File: src/rtl/cfg_chain_loader.sv
// cfg_chain_loader: pushes the SPI-programmed analog configuration into the
// DAC and bias shift chains. Each item is fetched from the register-file shadow
// copy and shifted MSB-first on sdata/sclk. DAC items are strobed one at a time.
// The bias words share one chain and get a single load strobe at the end.
module cfg_chain_loader #(
    parameter int NUM_DACS = 10,
    parameter int DAC_W    = 12,
    parameter int NUM_BIAS = 4,
    parameter int BIAS_W   = 24,
    parameter int DIV_W    = 8
) (
    input  logic                clk,
    input  logic                rst_n,
    input  logic                start,
    input  logic                abort,
    input  logic [DIV_W-1:0]    div,
    output logic                rf_re,
    output logic [6:0]          rf_addr,
    input  logic [31:0]         rf_rdata,
    output logic                sdata,
    output logic                sclk,
    output logic [NUM_DACS-1:0] dac_ld,
    output logic                bias_ld,
    output logic                busy,
    output logic                done
);

    localparam int NUM_ITEMS   = NUM_DACS + NUM_BIAS;
    localparam int ITEM_W      = $clog2(NUM_ITEMS);
    localparam int SH_W        = (DAC_W > BIAS_W) ? DAC_W : BIAS_W;
    localparam int BIT_W       = $clog2(SH_W);
    localparam int DAC_BASE    = 20;
    localparam int DAC_STRIDE  = 2;
    localparam int BIAS_BASE   = 112;
    localparam int BIAS_STRIDE = 4;
    localparam int LAST_IDX    = NUM_ITEMS - 1;

    localparam logic [ITEM_W-1:0] LAST_ITEM = ITEM_W'(LAST_IDX);
    localparam logic [ITEM_W-1:0] DAC_ITEMS = ITEM_W'(NUM_DACS);

    typedef enum logic [2:0] {
        ST_IDLE  = 3'd0,
        ST_FETCH = 3'd1,
        ST_WAIT  = 3'd2,
        ST_SHIFT = 3'd3,
        ST_LOAD  = 3'd4,
        ST_DONE  = 3'd5
    } state_t;

    // Items 0..NUM_DACS-1 are DACs; the rest are bias words walked from the
    // highest word down so that bias word 0 lands nearest the chain input.
    function automatic logic item_is_dac(input logic [ITEM_W-1:0] item);
        return (item < DAC_ITEMS);
    endfunction

    function automatic logic [6:0] item_addr(input logic [ITEM_W-1:0] item);
        logic [6:0] addr;
        if (item < DAC_ITEMS) begin
            addr = 7'(DAC_BASE + DAC_STRIDE * int'(item));
        end else begin
            addr = 7'(BIAS_BASE + BIAS_STRIDE * (LAST_IDX - int'(item)));
        end
        return addr;
    endfunction

    state_t              state_r,  state_tr_s, state_nx_s;
    logic [ITEM_W-1:0]   item_r,   item_nx_s;
    logic [DIV_W-1:0]    div_r,    div_nx_s;
    logic [DIV_W-1:0]    phase_r,  phase_nx_s;
    logic                half_r,   half_nx_s;
    logic [BIT_W-1:0]    bit_r,    bit_nx_s;
    logic [SH_W-1:0]     shift_r,  shift_nx_s;

    logic                phase_end_s;
    logic [SH_W-1:0]     dac_align_s;
    logic [SH_W-1:0]     bias_align_s;
    logic                rf_hi_unused_s;

    logic                rf_re_nx_s;
    logic [6:0]          rf_addr_nx_s;
    logic                sdata_nx_s;
    logic                sclk_nx_s;
    logic                ld_phase_s;
    logic [NUM_DACS-1:0] dac_ld_nx_s;
    logic                bias_ld_nx_s;
    logic                busy_nx_s;
    logic                done_nx_s;

    // Read data is left-aligned so the bit on the wire is always shift_r MSB.
    assign dac_align_s    = SH_W'(rf_rdata[DAC_W-1:0])  << (SH_W - DAC_W);
    assign bias_align_s   = SH_W'(rf_rdata[BIAS_W-1:0]) << (SH_W - BIAS_W);
    assign rf_hi_unused_s = ^rf_rdata[31:SH_W];
    assign phase_end_s    = (phase_r == div_r);

    // Sequencer next-state: fetch, capture, shift per bit, strobe, repeat.
    always_comb begin
        state_tr_s = state_r;
        item_nx_s  = item_r;
        div_nx_s   = div_r;
        phase_nx_s = phase_r;
        half_nx_s  = half_r;
        bit_nx_s   = bit_r;
        shift_nx_s = shift_r;
        case (state_r)
            ST_IDLE: begin
                if (start && !abort) begin
                    state_tr_s = ST_FETCH;
                    item_nx_s  = {ITEM_W{1'b0}};
                    div_nx_s   = div;
                end else begin
                    state_tr_s = ST_IDLE;
                end
            end
            ST_FETCH: begin
                state_tr_s = ST_WAIT;
            end
            ST_WAIT: begin
                if (item_is_dac(item_r)) begin
                    shift_nx_s = dac_align_s;
                    bit_nx_s   = BIT_W'(DAC_W - 1);
                end else begin
                    shift_nx_s = bias_align_s;
                    bit_nx_s   = BIT_W'(BIAS_W - 1);
                end
                phase_nx_s = {DIV_W{1'b0}};
                half_nx_s  = 1'b0;
                state_tr_s = ST_SHIFT;
            end
            ST_SHIFT: begin
                if (!phase_end_s) begin
                    phase_nx_s = phase_r + DIV_W'(1);
                end else begin
                    phase_nx_s = {DIV_W{1'b0}};
                    half_nx_s  = 1'b0;
                    if (!half_r) begin
                        half_nx_s = 1'b1;
                    end else if (bit_r != {BIT_W{1'b0}}) begin
                        // sclk falling: advance to the next bit
                        bit_nx_s   = bit_r - BIT_W'(1);
                        shift_nx_s = shift_r << 1;
                    end else if (item_is_dac(item_r) || (item_r == LAST_ITEM)) begin
                        state_tr_s = ST_LOAD;
                    end else begin
                        // bias words run back-to-back without a strobe
                        item_nx_s  = item_r + ITEM_W'(1);
                        state_tr_s = ST_FETCH;
                    end
                end
            end
            ST_LOAD: begin
                if (!phase_end_s) begin
                    phase_nx_s = phase_r + DIV_W'(1);
                end else begin
                    phase_nx_s = {DIV_W{1'b0}};
                    if (!half_r) begin
                        half_nx_s = 1'b1;
                    end else if (item_r == LAST_ITEM) begin
                        state_tr_s = ST_DONE;
                    end else begin
                        item_nx_s  = item_r + ITEM_W'(1);
                        state_tr_s = ST_FETCH;
                    end
                end
            end
            ST_DONE: begin
                state_tr_s = ST_IDLE;
            end
            default: begin
                state_tr_s = ST_IDLE;
            end
        endcase
        state_nx_s = (abort && (state_r != ST_IDLE)) ? ST_IDLE : state_tr_s;
    end

    // Output decode from the next state so every output leaves a flop.
    always_comb begin
        rf_re_nx_s   = (state_nx_s == ST_FETCH);
        rf_addr_nx_s = 7'd0;
        sdata_nx_s   = 1'b0;
        sclk_nx_s    = 1'b0;
        ld_phase_s   = (state_nx_s == ST_LOAD) && !half_nx_s;
        dac_ld_nx_s  = {NUM_DACS{1'b0}};
        bias_ld_nx_s = 1'b0;
        busy_nx_s    = (state_nx_s != ST_IDLE);
        done_nx_s    = (state_nx_s == ST_DONE);
        if (rf_re_nx_s) begin
            rf_addr_nx_s = item_addr(item_nx_s);
        end else begin
            rf_addr_nx_s = 7'd0;
        end
        if (state_nx_s == ST_SHIFT) begin
            sdata_nx_s = shift_nx_s[SH_W-1];
            sclk_nx_s  = half_nx_s;
        end else begin
            sdata_nx_s = 1'b0;
            sclk_nx_s  = 1'b0;
        end
        if (ld_phase_s && item_is_dac(item_nx_s)) begin
            dac_ld_nx_s = NUM_DACS'(1) << item_nx_s;
        end else if (ld_phase_s) begin
            bias_ld_nx_s = 1'b1;
        end else begin
            dac_ld_nx_s  = {NUM_DACS{1'b0}};
            bias_ld_nx_s = 1'b0;
        end
    end

    // State, datapath and output registers with synchronous active-low reset.
    always_ff @(posedge clk) begin
        if (!rst_n) begin
            state_r <= ST_IDLE;
            item_r  <= {ITEM_W{1'b0}};
            div_r   <= {DIV_W{1'b0}};
            phase_r <= {DIV_W{1'b0}};
            half_r  <= 1'b0;
            bit_r   <= {BIT_W{1'b0}};
            shift_r <= {SH_W{1'b0}};
            rf_re   <= 1'b0;
            rf_addr <= 7'd0;
            sdata   <= 1'b0;
            sclk    <= 1'b0;
            dac_ld  <= {NUM_DACS{1'b0}};
            bias_ld <= 1'b0;
            busy    <= 1'b0;
            done    <= 1'b0;
        end else begin
            state_r <= state_nx_s;
            item_r  <= item_nx_s;
            div_r   <= div_nx_s;
            phase_r <= phase_nx_s;
            half_r  <= half_nx_s;
            bit_r   <= bit_nx_s;
            shift_r <= shift_nx_s;
            rf_re   <= rf_re_nx_s;
            rf_addr <= rf_addr_nx_s;
            sdata   <= sdata_nx_s;
            sclk    <= sclk_nx_s;
            dac_ld  <= dac_ld_nx_s;
            bias_ld <= bias_ld_nx_s;
            busy    <= busy_nx_s;
            done    <= done_nx_s;
        end
    end

endmodule
File: config.mk
export PLATFORM = sky130hd
export DESIGN_NAME = cfg_chain_loader
export DESIGN_NICKNAME = d
export VERILOG_FILES = /design/src/rtl/cfg_chain_loader.sv
export SDC_FILE = /design/constraint.sdc
export NUM_CORES = 1
export LEC_CHECK = 0
export BUFFER_PORTS_ARGS = -buffer_cell sky130_fd_sc_hd__buf_2
export CAP_MARGIN = 10
export CORE_ASPECT_RATIO = 0.75
export CORE_MARGIN = 8
export CORE_UTILIZATION = 59
export DETAILED_ROUTE_END_ITERATION = 16
export HOLD_SLACK_MARGIN = 0.1
export PLACE_DENSITY = 0.9
export SLEW_MARGIN = 20
export SYNTH_ARGS = -nofsm -noshare
export SYNTH_HDL_FRONTEND = slang
export SYNTH_SLANG_ARGS = --single-unit
File: constraint.sdc
create_clock -name clk -period 4.72 [get_ports clk]
set_input_delay 0.944 -clock clk [delete_from_list [all_inputs] [get_ports clk]]
set_output_delay 0.944 -clock clk [all_outputs]
set_load 0.01 [all_outputs]
==> results.txt <==
CP startpoint kind -> register
Post-synth ARST share -> 0
Core Box Area -> 5796 um2
hold_buf cts -> 0
fin crit share -> 0.6567
RSZ-0062 raised after global routing -> no
initial antenna violation count -> 0
final hold violations -> 0
Critical Path End Type -> register
pwr dens -> 322.2 nW/um2
pre-CTS setup slack -> 1.619 ns
DP HPWL -> 6228 um
routed vias/inst -> 6.076
fin. max-slew vios -> 0
Mapped Nets -> 466
crit path time final -> 3.100 ns
clk sinks -> 75
routed len/inst -> 16.63 um
Met1 Wirelength -> 3738 um
Site Rows -> 24
Mapped Cells -> 414
Fmax -> 322.6 MHz
Nets -> 511
number of detailed-route iterations in the first pass -> 6
vias in the first global route -> 3293
Synth area leaders -> dfxtp_1, nor2_1, a222oi_1
Inserted Diodes -> 0
Final ANT Viol Nets -> 0
Max Used Layer -> met4
Detailed Route WL -> 9016 um
worst hold path class -> reg -> reg
routed wl met3 -> 875 um
Top FF cell, synth -> dfxtp_1
Clock Skew -> 0.008058 ns
Syn Area/Cell -> 8.550 um2
CP Class -> reg -> reg
Mapped Area -> 3540 um2
initial DRC count -> 360
IO Pins -> 67
CTS tree -> built
Area after DPL -> 3822 um2
Seq/Total Area, Yosys -> 0.4242
Max Cap Viol -> 0
Resized cells post-CTS -> 0
Overflow after GRT -> 0
post-CTS setup buffers -> 0
die area -> 8760 um2
via count -> 3293
Finished Cell Area -> 4061 um2
largest net degree at the start of global routing -> 49
Clock Tree Root -> clkbuf_8
Met2 Wirelength -> 4283 um
Port-buffer cells -> 57
clk_lat worst skew -> 0.35 ns
Die Span Y -> 83.08 um
Synth cell types -> 57
number of synthesized flops with an enable pin -> 0
Synth top area share -> 0.4242
first-pass GRT wire length -> 15250 um
Clock transition at path regs -> 0.08 ns
Slew HR -> 0.4454
CP arrival -> 3.36 ns
cell leakage power -> 1.746 nW
multi-input logic area -> 1876 um2
Ys Warns -> 0
Final setup viols -> 0
Horiz. Die Dim -> 105.4 um
Longest Clk Path Bufs -> 2
CTS H-tree depth -> 3
GPL Wtd Cong -> 0.9188
All-Layer GR Usage -> 0.2107
fill count -> 437
actual slew at the worst max-slew pin -> 0.8264 ns
sequential cell area -> 1501 um2
Area Overhead vs Synth -> 14.74%
area leader, netlist -> dfxtp_1
CTS buffer count -> 9
worst path required time -> 4.98 ns
TNS Setup -> 0 ns
setup slack after layout -> 1.621 ns
Max FO, Critical Path -> 16
Initial Util -> 0.6108
flops & latches, synth -> 75
layout cells sized above 1 -> 0.1918
DRC errors left -> 0
status -> finished clean
Peak supply drop -> 0.1908 mV
## critical path, stage by stage (launching register included)
cell,delay (ns)
dfxtp_1,0.66
and3b_1,0.44
nand4_4,0.16
nor3_4,0.22
o22ai_1,0.15
a22o_1,0.33
ha_1,0.29
xnor2_1,0.18
ha_1,0.22
a21oi_1,0.07
a311oi_1,0.28
## cell type report
class | instances | share of cell area
Multi-Input combinational cell | 301 | 0.4618
Sequential cell | 75 | 0.3697
Timing Repair Buffer | 60 | 0.07579
Clock buffer | 11 | 0.03728
Tap cell | 78 | 0.02403
Clock inverter | 5 | 0.02033
Inverter | 12 | 0.01109
## registers in the layout, indices dropped and copies added, names as in the netlist, 3 cells and up
signal   count
rf_addr      6
phase_r      8
shift_r     24
div_r        8
dac_ld      10
state_r      3
bit_r        5
item_r       4
## cell families after synthesis
logic type      after synthesis  share of synthesized area
mux                          11                    0.03111
buf+inv                      38                    0.04737
fa+ha+maj                     8                    0.02828
other cells                   1                   0.001059
flops                        75                     0.4242
xor+xnor                      9                    0.02227
simple gates                182                     0.2609
compound gates               90                     0.1849
## cell usage after synthesis (all sizes together), types with 2 or more instances
| cell type | count |
|---|---|
| dfxtp | 75 |
| nor2 | 65 |
| nand2 | 49 |
| a222oi | 22 |
| a21oi | 21 |
| clkbuf | 17 |
| o21ai | 17 |
| inv | 12 |
| mux2i | 11 |
| nor3 | 10 |
| buf | 9 |
| xnor2 | 9 |
| and3 | 8 |
| ha | 8 |
| nand2b | 8 |
| and2 | 7 |
| nand3 | 6 |
| nand4 | 5 |
| nor3b | 5 |
| a211oi | 4 |
| a21o | 4 |
| nor2b | 4 |
| a311oi | 3 |
| or2 | 3 |
| or3 | 3 |
| a22oi | 2 |
| a31oi | 2 |
| a41oi | 2 |
| and4 | 2 |
| nand4b | 2 |
| o211ai | 2 |
| o32ai | 2 |
## metrics by stage
step / power (mW) / hold WS, ns / utilization / instances
3_5_place_dp: 0.7528 / 0.4845 / 0.6595 / 526
5_1_grt: 1.365 / 0.5394 / 0.7008 / 542
6_report: 1.309 / 0.5011 / 0.7008 / 542
4_1_cts: 1.317 / 0.5019 / 0.6999 / 542
3_3_place_gp: 0.7493 / 0.4733 / 0.6595 / 526
2_1_floorplan: 0.7203 / 0.4527 / - / 414
## path summary, 6_finish.rpt
path	depth (start not counted)	startpoint	endpoint	slack, ns
setup / recovery	10	state_r[0]$_SDFF_PN0_	rf_addr[6]$_SDFF_PN0_	1.62
hold / removal	1	bit_r[0]$_SDFFE_PN0P_	bit_r[0]$_SDFFE_PN0P_	0.50
hold reg to reg	1	bit_r[0]$_SDFFE_PN0P_	bit_r[0]$_SDFFE_PN0P_	0.50
setup reg to reg	10	state_r[0]$_SDFF_PN0_	rf_addr[6]$_SDFF_PN0_	1.62
## cell usage in the layout (no fill, tap or decap), types with 3 or more instances in the layout
master     n
mux2i_1   11
a21o_1     4
buf_4      3
inv_1     10
and3_1     7
clkbuf_8  11
or3_1      3
nand3_1    6
nor3b_1    4
nand4_1    4
buf_2     57
dfxtp_1   75
a311oi_1   3
nor2_1    65
nand2_1   49
nor3_1     7
xnor2_1    9
a21oi_1   21
o21ai_0   15
a222oi_1  22
nor2b_1    4
ha_1       8
nand2b_1   8
a211oi_1   3
and2_1     7
## power by group
group	total (mW)	switching (mW)	internal (mW)
clock	0.567	0.239	0.328
sequential	0.649	0.00791	0.642
combinational	0.0917	0.0539	0.0379
## routing by layer
metal  up-vias  track usage
met5         -            0
met4         0      0.07364
met3        17      0.09105
met2       161       0.3388
met1      1545       0.2440
li1       1570            -
Note: power is estimated with default switching activity, not from simulation.
